==> config.mk <==
export PLATFORM = sky130hd
export DESIGN_NAME = voltage_sequencer
export DESIGN_NICKNAME = d
export VERILOG_FILES = /design/src/rtl/voltage_sequencer.sv
export SDC_FILE = /design/constraint.sdc
export NUM_CORES = 1
export LEC_CHECK = 0
export CAP_MARGIN = 10
export CORE_UTILIZATION = 45
export DETAILED_ROUTE_END_ITERATION = 6
export GPL_ROUTABILITY_DRIVEN = 0
export MAX_ROUTING_LAYER = met4
export PLACE_DENSITY = 0.66
export SLEW_MARGIN = 20
export SYNTH_ARGS = -nofsm -noshare
export SYNTH_HDL_FRONTEND = slang
export SYNTH_SLANG_ARGS = --single-unit
export TNS_END_PERCENT = 10
==> constraint.sdc <==
create_clock -name CLOCK_50 -period 2.3 [get_ports CLOCK_50]
set_input_delay 0.23 -clock CLOCK_50 [delete_from_list [all_inputs] [get_ports CLOCK_50]]
set_output_delay 0.23 -clock CLOCK_50 [all_outputs]
set_load 0.01 [all_outputs]
==> src/rtl/voltage_sequencer.sv <==
// Power-board voltage sequencer: ramps the 3-bit mux one code per dwell toward the
// requested target, then supervises power-good and latches a fault on timeout or loss.
`timescale 1ns/1ps
module voltage_sequencer #(
  parameter int STEP_CYCLES = 50000,
  parameter int PG_TIMEOUT  = 500000
) (
  input  logic       CLOCK_50,
  input  logic       RESET,
  input  logic       enable,
  input  logic [2:0] target_sel,
  input  logic       power_good,
  input  logic       fault_clear,
  output logic       power_en,
  output logic [2:0] voltage_mux,
  output logic       busy,
  output logic       fault,
  output logic [1:0] fault_code
);

  localparam int MAX_CYCLES = (STEP_CYCLES > PG_TIMEOUT) ? STEP_CYCLES : PG_TIMEOUT;
  localparam int TW = $clog2(MAX_CYCLES) + 1;
  localparam logic [TW-1:0] STEP_RELOAD = TW'(STEP_CYCLES - 1);
  localparam logic [TW-1:0] PG_RELOAD   = TW'(PG_TIMEOUT - 1);

  typedef enum logic [2:0] {OFF, SETTLE, VERIFY, RUN, FAULT} state_t;

  logic [1:0]    enSync_q;
  logic [1:0]    pgSync_q;
  logic [2:0]    tgtSync1_q;
  logic [2:0]    tgtSync2_q;
  logic          enS;
  logic          pgS;
  logic [2:0]    tgtS;

  state_t        state_q;
  logic [TW-1:0] timer_q;
  logic          powerEn_q;
  logic [2:0]    mux_q;
  logic          busy_q;
  logic          fault_q;
  logic [1:0]    faultCode_q;
  logic [2:0]    stepCode;

  always_ff @(posedge CLOCK_50 or posedge RESET) begin
    if (RESET) begin
      enSync_q   <= '0;
      pgSync_q   <= '0;
      tgtSync1_q <= '0;
      tgtSync2_q <= '0;
    end else begin
      enSync_q   <= {enSync_q[0], enable};
      pgSync_q   <= {pgSync_q[0], power_good};
      tgtSync1_q <= target_sel;
      tgtSync2_q <= tgtSync1_q;
    end
  end

  assign enS  = enSync_q[1];
  assign pgS  = pgSync_q[1];
  assign tgtS = tgtSync2_q;

  // One code toward the target; only used when the mux is not already there.
  assign stepCode = (tgtS > mux_q) ? mux_q + 3'd1 : mux_q - 3'd1;

  // Kill (en_s low) is tested first in every powered state so it beats step,
  // verify and fault detection in the same cycle.
  always_ff @(posedge CLOCK_50 or posedge RESET) begin
    if (RESET) begin
      state_q     <= OFF;
      timer_q     <= '0;
      powerEn_q   <= 1'b0;
      mux_q       <= 3'd0;
      busy_q      <= 1'b0;
      fault_q     <= 1'b0;
      faultCode_q <= 2'b00;
    end else begin
      case (state_q)
        OFF: begin
          if (enS) begin
            state_q   <= SETTLE;
            powerEn_q <= 1'b1;
            busy_q    <= 1'b1;
            mux_q     <= 3'd0;
            timer_q   <= STEP_RELOAD;
          end
        end
        SETTLE: begin
          if (!enS) begin
            state_q   <= OFF;
            powerEn_q <= 1'b0;
            mux_q     <= 3'd0;
            busy_q    <= 1'b0;
            timer_q   <= '0;
          end else if (timer_q == '0) begin
            if (mux_q == tgtS) begin
              state_q <= VERIFY;
              timer_q <= PG_RELOAD;
            end else begin
              mux_q   <= stepCode;
              timer_q <= STEP_RELOAD;
            end
          end else begin
            timer_q <= timer_q - TW'(1);
          end
        end
        VERIFY: begin
          if (!enS) begin
            state_q   <= OFF;
            powerEn_q <= 1'b0;
            mux_q     <= 3'd0;
            busy_q    <= 1'b0;
            timer_q   <= '0;
          end else if (pgS) begin
            state_q <= RUN;
            busy_q  <= 1'b0;
          end else if (timer_q == '0) begin
            state_q     <= FAULT;
            powerEn_q   <= 1'b0;
            mux_q       <= 3'd0;
            busy_q      <= 1'b0;
            fault_q     <= 1'b1;
            faultCode_q <= 2'b01;
          end else begin
            timer_q <= timer_q - TW'(1);
          end
        end
        RUN: begin
          if (!enS) begin
            state_q   <= OFF;
            powerEn_q <= 1'b0;
            mux_q     <= 3'd0;
            timer_q   <= '0;
          end else if (!pgS) begin
            state_q     <= FAULT;
            powerEn_q   <= 1'b0;
            mux_q       <= 3'd0;
            fault_q     <= 1'b1;
            faultCode_q <= 2'b10;
          end else if (tgtS != mux_q) begin
            state_q <= SETTLE;
            busy_q  <= 1'b1;
            timer_q <= STEP_RELOAD;
          end
        end
        FAULT: begin
          // Leaving needs both the acknowledge and the request withdrawn.
          if (fault_clear && !enS) begin
            state_q     <= OFF;
            fault_q     <= 1'b0;
            faultCode_q <= 2'b00;
            timer_q     <= '0;
          end
        end
        default: begin
          state_q   <= OFF;
          powerEn_q <= 1'b0;
          mux_q     <= 3'd0;
          busy_q    <= 1'b0;
          fault_q   <= 1'b0;
        end
      endcase
    end
  end

  assign power_en    = powerEn_q;
  assign voltage_mux = mux_q;
  assign busy        = busy_q;
  assign fault       = fault_q;
  assign fault_code  = faultCode_q;

endmodule

After elaboration in Yosys (flattened, before gate mapping)

Cells that the tools add are included.

Bitwise operators: 2
Equal/unequal tests: 27
Muxes and demuxes: 63
Order comparisons: 1
$add $sub $neg: 3
Reductions and logical operators: 14

Operator list:

| kind                    | number |
|---|---|
| $mux W20                | 10 |
| $pmux W20 S5            | 1 |
| $mux W3                 | 21 |
| $reduce_and A7 Y1       | 5 |
| $pmux W3 S5             | 2 |
| $ne A3 B3 Y1 const B    | 9 |
| $logic_not A20 Y1       | 1 |
| $ne A2 B2 Y1 const B    | 10 |
| $sub A20 B1 Y20 const B | 1 |
| $mux W19                | 1 |
| $mux W1                 | 18 |
| $mux W2                 | 6 |
| $reduce_and A6 Y1       | 2 |
| $pmux W1 S5             | 2 |
| $ne A4 B4 Y1 const B    | 2 |
| $eq A3 B2 Y1 const B    | 2 |
| $pmux W2 S3             | 1 |
| $reduce_bool A5 Y1      | 1 |
| $pmux W1 S4             | 1 |
| $add A3 B1 Y3 const B   | 1 |
| $eq A3 B1 Y1 const B    | 1 |
| $eq A3 B3 Y1            | 1 |
| $eq A3 B3 Y1 const B    | 1 |
| $gt A3 B3 Y1            | 1 |
| 8 further kinds         | 9 |

Input port bits: 8
Output and inout port bits: 8
Word-level logic and storage cells: 121
Register bits after elaboration: 41

Longest topological paths before layout

Word-level depth: 6
Gate-level depth with buffers: 9
Gate-level depth less buffers: 9

Worst setup path before layout

No wires, ideal clock.

Path kind: reg2reg
Start point: register timer_q[4]
End point: register timer_q[18]
Path slack: 18 ps
Buffers on the path: 1
Clock period less this slack: 2282 ps
Setup time: 121 ps
Data arrival time: 2161 ps
Cell stages (with the launch flop): 8
Data required time: 2179 ps
Cell sequence: dfrtp_1 -> or3_1 -> buf_6 -> nor4_4 -> nand2_1 -> o211a_1 -> a21o_1 -> a22o_1

Longest elaborated chain between the ends: 5
Elaborated cells between the ends (all ways): 10
Classes of those cells: 1 x add/sub; 1 x eq/ne; 6 x mux; 2 x reduce/logical

RTL lines:

| what                   | line     | text |
|---|---|---|
| from (decl)            | 37       | `logic [TW-1:0] timer_q;` |
| from (signal assigned) | 104      | `timer_q <= timer_q - TW'(1);` |
| from (signal assigned) | 125      | `timer_q <= timer_q - TW'(1);` |
| $sub A20 B1 Y20        | 104, 125 |  |
| $mux W20               | 117      | `end else if (timer_q == '0) begin` |
| $mux W20               | 114      | `end else if (pgS) begin` |
| $mux W20               | 108      | `if (!enS) begin` |
| $pmux W20 S5           | 78       | `case (state_q)` |

Several ways; a longest one is shown, not always the timed one. The select of a mux whose other input is x is not followed.
A chain may end at the register's enable or synchronous reset.

Worst setup path in the final report

Start point: register timer_q[8]
End point: register mux_q[2] (netlist: voltage_mux[2])

Longest elaborated chain between the ends: 3
Elaborated cells between the ends (all ways): 4
Classes of those cells: 2 x eq/ne; 2 x reduce/logical

RTL lines:

| what                            | line    | text |
|---|---|---|
| $logic_not A20 Y1 (*)           | 95, 117 |  |
| $ne A3 B3 Y1 (no line)          | --      |  |
| $reduce_and A7 Y1 (no line) (*) | --      |  |
| to (signal assigned)            | 100     | `mux_q <= stepCode;` |
| to (decl)                       | 39      | `logic [2:0] mux_q;` |

Every way passes the cells marked *; elsewhere a longest branch is shown, timed or not.

==> results_dict.tcl <==
set metrics [dict create \
    start_util 0.469 \
    syn_area_per_cell_um2 8.78 \
    grt_max_degree 22 \
    hold_class "in -> async" \
    maxSlewViolCount 0 \
    drtIter0Drc 209 \
    root_buffer "clkbuf_8" \
    final_antenna_net_count 0 \
    vias 2305 \
    ir_drop_mv 0.493 \
    p_leak_nw 1.42 \
    track_usage 0.249 \
    nets 352 \
    chipWidth_um 75.0 \
    critPathKind "reg -> reg" \
    clk_path_buf_depth 2 \
    yosysUniqueCellTypes 51 \
    dpl_cell_area_um2 2970 \
    maxCapViolations 0 \
    wl_per_cell_um 15.1 \
    htreeDepth 2 \
    path_clk_slew_ns 0.08 \
    antenna_found_initial 0 \
    skew_ns 0.0107 \
    ys.flop_type "dfrtp_1" \
    design_area_um2 3150 \
    worstPathRequired_ns 2.53 \
    ys_seq_area_frac 0.428 \
    ys_ff_latch 41 \
    io_buffers 15 \
    timing.final.crit_share 0.998 \
    rows 26 \
    drive_gt1_frac 0.242 \
    cellPowerDensity_nw_per_um2 1040 \
    design_power_total_mw 3.26 \
    first_global_vias 2154 \
    drt-pass1-iter-count 5 \
    numCtsBuffers 5 \
    via_per_inst 5.64 \
    syn_to_final_growth_pct 31.5 \
    synth_edf_count 0 \
    die_y_um 75.0 \
    timing.hold.ws_ns 0.213 \
    dpl.hpwl_um 4570 \
    hold_viol_final 0 \
    setup_viol 0 \
    wirelength_um 6160 \
    min_period_ns 2.30 \
    mappedNetlistArea_um2 2400 \
    relSlewSlack 0.571 \
    cp-start-kind "flop" \
    fmax_ghz 0.435 \
    core_um2 5110 \
    dieArea_um2 5620 \
    clkLatencyLatePin_ns 0.30 \
    antenna_cells 0 \
    max_slew.worst_pin.slew_ns 0.637 \
    worst_setup_path_end_kind "flop" \
    syn_inst 273 \
    cts.sinks 41 \
    worstPathMaxFanout 5 \
    grt_pass1_wl_um 10100 \
    syn_nets 287 \
    grt_overflow 0 \
    rsz0062_at_grt "true" \
    synthArstFlopShare 1.00 \
    cts_hold_buffers 0 \
    cts_tree "built" \
    ios 16 \
    drcViolationCount 0 \
    ys_warn_count 0 \
    arrival_ns 2.53 \
    status "finished, final reports clean" \
]
==> flip-flops by register name, summed over array words and instances (netlist names) <==
name and cells:
busy 1, enSync_q 2, fault 1, fault_code 2, pgSync_q 2, power_en 1, state_q 3, tgtS 3
tgtSync1_q 3, timer_q 20, voltage_mux 3
==> logic make-up (layout without fill, tap and decap cells) <==
group                      after synthesis  in the layout  share of synthesized area
buffers and inverters                   26             92                     0.0485
and+or+nand+nor                        114            114                      0.249
DFF                                     41             41                      0.428
AOI/OAI and AO/OA                       79             79                      0.213
muxes                                    2              2                    0.00835
adders and majority gates                6              6                     0.0344
xor gates and xnor gates                 5              5                     0.0183
==> critical path, stage by stage, from the launching register on <==
cell     delay, ns
dfrtp_1       0.39
or4_4         0.58
nor4_4        0.21
buf_4         0.19
and2_4        0.17
buf_12        0.10
nand2_4       0.04
or4_1         0.46
nand3_1       0.10
==> repair_timing <==
action / CTS / global route
gates cloned: 0 / 0
resized for setup: 3 / 16
setup endpoints to repair: 3 / 22
buffers inserted: 0 / 2
pin swaps: 0 / 1
==> per-layer routing <==
layer	track usage	share of wire	vias up
met3	0.0428	0.040	15
met2	0.368	0.46	67
met5	-	0	-
met4	0.0860	0.018	0
li1	-	-	1121
met1	0.345	0.48	1102
==> layout by cell type, fill, tap and decap left out, types with 5 or more instances in the layout <==
cell type / netlist / routed
nor3_1: 12 / 10
or3_1: 6 / 5
a21oi_1: 16 / 16
nand3_1: 9 / 8
nand2_1: 29 / 27
nor2_1: 26 / 26
o211ai_1: 6 / 6
clkdlybuf4s50_1: 0 / 15
dfrtp_1: 41 / 39
clkbuf_8: 0 / 5
buf_4: 0 / 51
nor4_1: 6 / 5
ha_1: 5 / 5
inv_1: 16 / 14
o21ai_0: 24 / 24
==> area by class of cell <==
class | count | area (µm²)
inverters | 16 | 60.1
flip-flops and latches | 41 | 1030
fillers | 450 | 1960
multi-input cells | 206 | 1320
repair buffers | 68 | 573
well taps | 70 | 87.6
clock buffers | 8 | 80.1
==> worst paths after layout <==
kind / startpoint / to / slack, ns / cells after the start
min reg2reg: enSync_q[0] / enSync_q[1] / 0.34 / 0
max reg2reg: timer_q[8] / voltage_mux[2] / 0.003 / 8
max: timer_q[8] / voltage_mux[2] / 0.003 / 8
min: RESET / timer_q[0] / 0.21 / 2
min in group CLOCK_50: enSync_q[0] / enSync_q[1] / 0.34 / 0
max in group asynchronous: RESET / state_q[1] / 1.61 / 3
==> power by group <==
group	internal [mW]	switching (mW)
clock	0.216	0.244
sequential	0.880	0.132
combinational	0.848	0.944
==> cells in the mapped netlist (all sizes together) (2+ instances only) <==
master   instances  share of area
a31oi            3         0.0078
nand2           30          0.050
nor2b            3         0.0078
a22o             4          0.015
a21oi           16          0.033
or4              5          0.019
a211oi           3         0.0094
o22ai            3         0.0078
inv             16          0.025
o31ai            4          0.013
xor2             4          0.015
or2              2         0.0052
nand3            9          0.019
or4bb            2         0.0094
clkbuf           5         0.0078
dfrtp           41           0.43
nor3            12          0.025
ha               5          0.026
a2111oi          2         0.0073
a21o             3         0.0094
nor2            26          0.041
o21a             2         0.0063
nor4             7          0.025
o211ai           7          0.024
mux2i            2         0.0084
buf              5          0.016
nand2b           4          0.010
o21ai           24          0.050
or3              6          0.016
and2             3         0.0078
==> stage by stage <==
| step | setup slack, ns | cells | setup TNS (ns) | util |
|---|---|---|---|---|
| finish | 0.00346 | 409 | 0 | 0.617 |
| global route | -0.0468 | 409 | -0.0953 | 0.617 |
| CTS | -0.0230 | 407 | -0.0274 | 0.600 |
| detailed placement | -0.0168 | 399 | -0.0168 | 0.582 |
| global placement | 0.0182 | 399 | 0 | 0.582 |
| floorplan | 0.0184 | 273 | 0 | - |
(Power assumes the default switching activity.)
==> patch 1, RTL diff (same flow settings) <==
`PG_TIMEOUT`: 500000 -> 125000.
--- a/src/rtl/voltage_sequencer.sv
+++ b/src/rtl/voltage_sequencer.sv
@@ -5,3 +5,3 @@
   parameter int STEP_CYCLES = 50000,
-  parameter int PG_TIMEOUT  = 500000
+  parameter int PG_TIMEOUT  = 125000
 ) (
Check against the original RTL: no difference found for any inputs over 10 cycles, from zero or initial values and one cycle with RESET high; that may be too few to reach the edited logic, so the function may still have changed.
==> patch 1 against the unedited design <==
- critical path type unchanged
- cell count is 11% lower
- wire length is 9.8% lower
- total power is 2.8% lower
- clock power is 30% higher
- area after synthesis is 5.7% lower
- highest routed layer unchanged
- design area is 11% lower
- sequential cell count is 2 lower
- via count is 10% lower
- setup slack better by 0.048 ns
==> patch 1: results (changes against the unedited design) <==
Run status
Status: completed (unchanged).

Finish
The number of nets at the end of the flow was 309 (was 352). The number of signal-net inverters in the final layout is 12 (was 16). The layout sequential cell count is 39 (was 41). The ratio of cells with drive above 1 in the final layout is 0.182 (was 0.242). The fraction of standard cell area that is sequential is 0.346 (was 0.326).

The flip-flop count of the largest register, all copies and words added came to 18 (was 20). The number of clock buffers in the layout is 5 (was 8). The non-clock buffer total of the final layout is 44 (was 68). The fraction of standard cell area in multi-input logic came to 0.435 (was 0.420).

Critical path
The cell family contributing the most delay on the critical path is adder cells (was simple AND/OR/NAND/NOR gates). The maximum fanout encountered on the critical timing path is 3 (was 5). The stage delay of the slowest cell on the critical path was 0.41 ns (was 0.58 ns). The data arrival time of the critical path was 2.47 ns (was 2.53 ns).

Synth
The share of synthesized area occupied by flip-flops and latches is 0.432 (was 0.428). The adder-cell share of the synthesized area came to 0.0310 (was 0.0344). The fraction of synthesized area in multiplexers is 0.00498 (was 0.00835). Cell types with the largest area share after synthesis: dfrtp_1 (43%), nor2_1 (5.6%), a21oi_1 (5.3%) (was dfrtp_1 (43%), o21ai_0 (5.0%), nand2_1 (4.5%)). The complex-gate fraction of the synthesized area is 0.187 (was 0.213). The xor/xnor share of the synthesized area is 0.0310 (was 0.0183).

Pwr
The total internal power is 1.88 mW (was 1.94 mW). The leakage power of the design was 1.19 nW (was 1.42 nW). The fraction of power consumed by combinational cells is 0.483 (was 0.549). The largest vdd supply drop is 0.407 mV (was 0.493 mV).

Placed design
The worst slack at placement is 0.0109 ns (was -0.0168 ns). The number of placed instances, taps included is 354 (was 399).

Global route
The met2 usage is 0.337 (was 0.368). The pin count of the biggest net entering global routing came to 40 (was 22). The routing usage on met3 came to 0.0539 (was 0.0428).

The global-route total usage across every layer was 0.242 (was 0.249).

Timing
The remaining max-slew budget at the tightest pin is 0.670 (was 0.571).

Drt
The amount of wire on met2 after detailed routing was 2400 um (was 2860 um).
-- patch 1: cell count changes in the layout (fill, tap and decap cells not counted), moves of 4 or more --
cell / delta
and3_1: +4
o21ai_0: -15
xnor2_1: +6
o21ai_1: +8
nor2_1: +8
a22o_1: -4
a21oi_1: +6
buf_4: -23
nand2_1: -11
-- patch 1: worst paths after layout --
kind | startpoint | end | slack [ns] | cells past startpoint
worst max-delay path | voltage_mux[1] | voltage_mux[2] | 0.05 | 9
worst min-delay path | RESET | pgSync_q[1] | 0.33 | 3
worst min register to register | pgSync_q[0] | pgSync_q[1] | 0.34 | 0
worst max register to register | voltage_mux[1] | voltage_mux[2] | 0.05 | 9
max in group asynchronous | RESET | timer_q[6] | 1.61 | 3
min in group CLOCK_50 | pgSync_q[0] | pgSync_q[1] | 0.34 | 0
-- patch 1: repair_timing --
action                                 in CTS  in global routing
pin swaps                                   0                  1
buffers inserted                            1                  1
setup endpoints to repair                   1                 11
gates resized for setup                     0                  9
endpoints found under the hold margin       0                  0
==> patch 2, RTL diff (config.mk and constraints unchanged) <==
Without the edit above. Reset style: synchronous (`RESET`), changed in 2 clocked blocks.
--- a/src/rtl/voltage_sequencer.sv
+++ b/src/rtl/voltage_sequencer.sv
@@ -44,3 +44,3 @@
 
-  always_ff @(posedge CLOCK_50 or posedge RESET) begin
+  always_ff @(posedge CLOCK_50) begin
     if (RESET) begin
@@ -67,3 +67,3 @@
   // verify and fault detection in the same cycle.
-  always_ff @(posedge CLOCK_50 or posedge RESET) begin
+  always_ff @(posedge CLOCK_50) begin
     if (RESET) begin
Check against the original RTL: differs if RESET is asserted again (counterexample within 4 cycles, from zero or initial values and one cycle with RESET high); with RESET held inactive, the same outputs for 10 cycles.
==> patch 2 against the unedited design <==
- design area down 5.8%
- area after synthesis down 1.3%
- combinational power up 20%
- wire length down 1.6%
- worst hold slack better by 0.23 ns
- count of clock-buffer cells in the layout down 1
- clock power up 12%
- setup slack better by 0.090 ns
- sequential cell count unchanged
- synthesized cell count up 7.3%
- total power up 12%
- via count up 2.9%
- largest power group unchanged
==> patch 2: results (changes against the unedited design) <==
Clock network
The deepest clock path buffer count is 2 (unchanged). The number of levels in the clock H-tree came to 2 (unchanged). The cell at the root of the clock tree is clkbuf_8 (unchanged). The CTS buffer count was 5 (unchanged). The latest clock arrival within the worst-skew pair is just under 0.3 ns. The number of instances resized during post-cts repair is 0 (was 3). The number of post-CTS setup repair buffers was 0 (unchanged). The register clock-pin slew on the reported worst setup and hold paths is around 0.070 ns.

Critical path
The worst-path cell with the longest stage delay is or4_4 (unchanged). The launch instance of the worst register-to-register path is timer_q[11] (was timer_q[8]). The stage delay of the slowest cell on the critical path is 0.58 ns (about the same). The worst setup slack for register-to-register paths was 0.09 ns (was 0.003 ns). The maximum fanout encountered on the critical timing path is 6 (was 5). The cell family contributing the most delay on the critical path is simple AND/OR/NAND/NOR gates (unchanged). The critical register-to-register path endpoint is timer_q[17] (was voltage_mux[2]). The length in cells of the worst reg-to-reg path is 7 (was 8).

Drt
The first-iteration detailed-routing DRC count is 232 (was 209). The total via count after detailed routing came to 2,371 (was 2,305). The length of the first detailed-routing pass in iterations came to 5 (unchanged). The total detailed-routing wirelength is 6070 um (was 6160 um).

Min path
Along the worst hold path, the cell count comes to 1. The path class of the lowest-slack min-delay path was register to register (was input port to asynchronous set/reset pin). The worst hold path terminates at tgtS[1]. The worst min-delay path startpoint is tgtSync1_q[1].

Global route
The pin count of the biggest net entering global routing is 33 (was 22). The global-route total usage across every layer was 0.242 (was 0.249). The number of antenna violations at the first check in global routing is 0 (unchanged).

The wire length of the first global-routing pass is 9980 um (was 10,100 um). The number of global-route vias before repair was 2,137 (was 2,154).

Finish
The ratio of cells with drive above 1 in the final layout is 0.219 (was 0.242). The filler cell count in the final layout came to 479 (was 450). The most flop-heavy register was timer_q (unchanged). The number of nets at the end of the flow is 355 (was 352). The flip-flop count of the largest register, all copies and words added is 20 (unchanged). The antenna cell count is 0 (unchanged).

Synth
Top cells by count, synth: dfxtp_1 (41), nand2_1 (27), nor2_1 (25) (was dfrtp_1 (41), nand2_1 (29), nor2_1 (26)). Cell types with the largest area share after synthesis: dfxtp_1 (35%), a21oi_1 (4.4%), nand2_1 (4.3%) (was dfrtp_1 (43%), o21ai_0 (5.0%), nand2_1 (4.5%)). The post-synthesis net count is 307 (was 287). The share of async-settable or async-resettable flops after synthesis came to 0 (was 1.00). The count of synthesis-stage warnings from yosys is 0 (unchanged). The leading area contributor after synthesis is dfxtp_1 (was dfrtp_1). The number of distinct standard cells referenced by the synthesized netlist is 62 (was 51). The share of synthesized area occupied by flip-flops and latches is 0.347 (was 0.428).

Timing
The pin slew with the least headroom to its limit was 0.607 ns (was 0.637 ns). The worst-case clock skew is 0.0146 ns (was 0.0107 ns). The setup-violating endpoint count in the final report was 0 (unchanged).

Pwr
The total internal power is 2.09 mW (was 1.94 mW). The largest vdd supply drop is 0.520 mV (was 0.493 mV). The leakage power of the design is 1.17 nW (was 1.42 nW).

Run status
Status: completed (unchanged).

Placed design
The number of port buffers was 15 (unchanged). The worst slack at placement is 0.0422 ns (was -0.0168 ns). The detailed placement HPWL was 4410 um (was 4570 um).
## patch 2: cell families (layout without fill, tap and decap cells)
family / Yosys count / in the layout / synth area share
xor gates and xnor gates: 8 / 8 / 0.0296
AOI/OAI and AO/OA: 81 / 81 / 0.232
adders and majority gates: 6 / 6 / 0.0349
DFF: 41 / 41 / 0.347
buffers and inverters: 23 / 72 / 0.0455
and+or+nand+nor: 134 / 134 / 0.311
## patch 2: worst register-to-register path: stages (launching register included)
cell	delay [ns]
dfxtp_1	0.34
or4_4	0.58
nor3_4	0.30
and2_2	0.31
buf_4	0.15
nand3_1	0.18
a31oi_1	0.20
a21o_1	0.10
## patch 2: worst max-delay path by stage
stage	start	end	slack, ns	cells past startpoint
5_1_grt	timer_q[11]	timer_q[18]	-0.01	6
6_report	timer_q[11]	timer_q[17]	0.09	7
3_3_place_gp	timer_q[11]	timer_q[18]	0.1	7
2_1_floorplan	voltage_mux[1]	timer_q[11]	0.13	8
4_1_cts	timer_q[11]	timer_q[17]	0.03	7
3_5_place_dp	timer_q[11]	timer_q[17]	0.04	7
## patch 2: routing by layer
metal	GRT usage	wire (um)
met2	0.372	2710
met1	0.324	2930
met4	0.0692	90
met5	-	0
met3	0.0447	336
## patch 2: layout make-up
cell class	count	area (um2)	area share
clock inverters	1	5.00	0.00168
multi-input cells	229	1460	0.492
inverters	11	41.3	0.0139
well taps	70	87.6	0.0295
repair buffers	53	452	0.152
clock buffers	7	96.3	0.0324
flip-flops and latches	41	826	0.278
## patch 2: power groups by stage
stage / clock network, mW / logic, mW / registers [mW]
global placement: 0 / 2.04 / 0.982
CTS: 0.532 / 2.07 / 0.971
detailed placement: 0 / 2.05 / 0.985
global route: 0.563 / 2.37 / 1.00
finish: 0.513 / 2.15 / 0.985
floorplan: 0 / 1.33 / 0.950
## patch 2: metrics by stage
stage / hold WS [ns] / util / cells / cell area (um2)
after floorplan: 0.358 / - / 293 / 2370
after global placement: 0.415 / 0.559 / 404 / 2840
after detailed placement: 0.427 / 0.559 / 404 / 2840
after CTS: 0.445 / 0.579 / 412 / 2940
after global routing: 0.454 / 0.585 / 412 / 2970
final: 0.439 / 0.585 / 412 / 2970
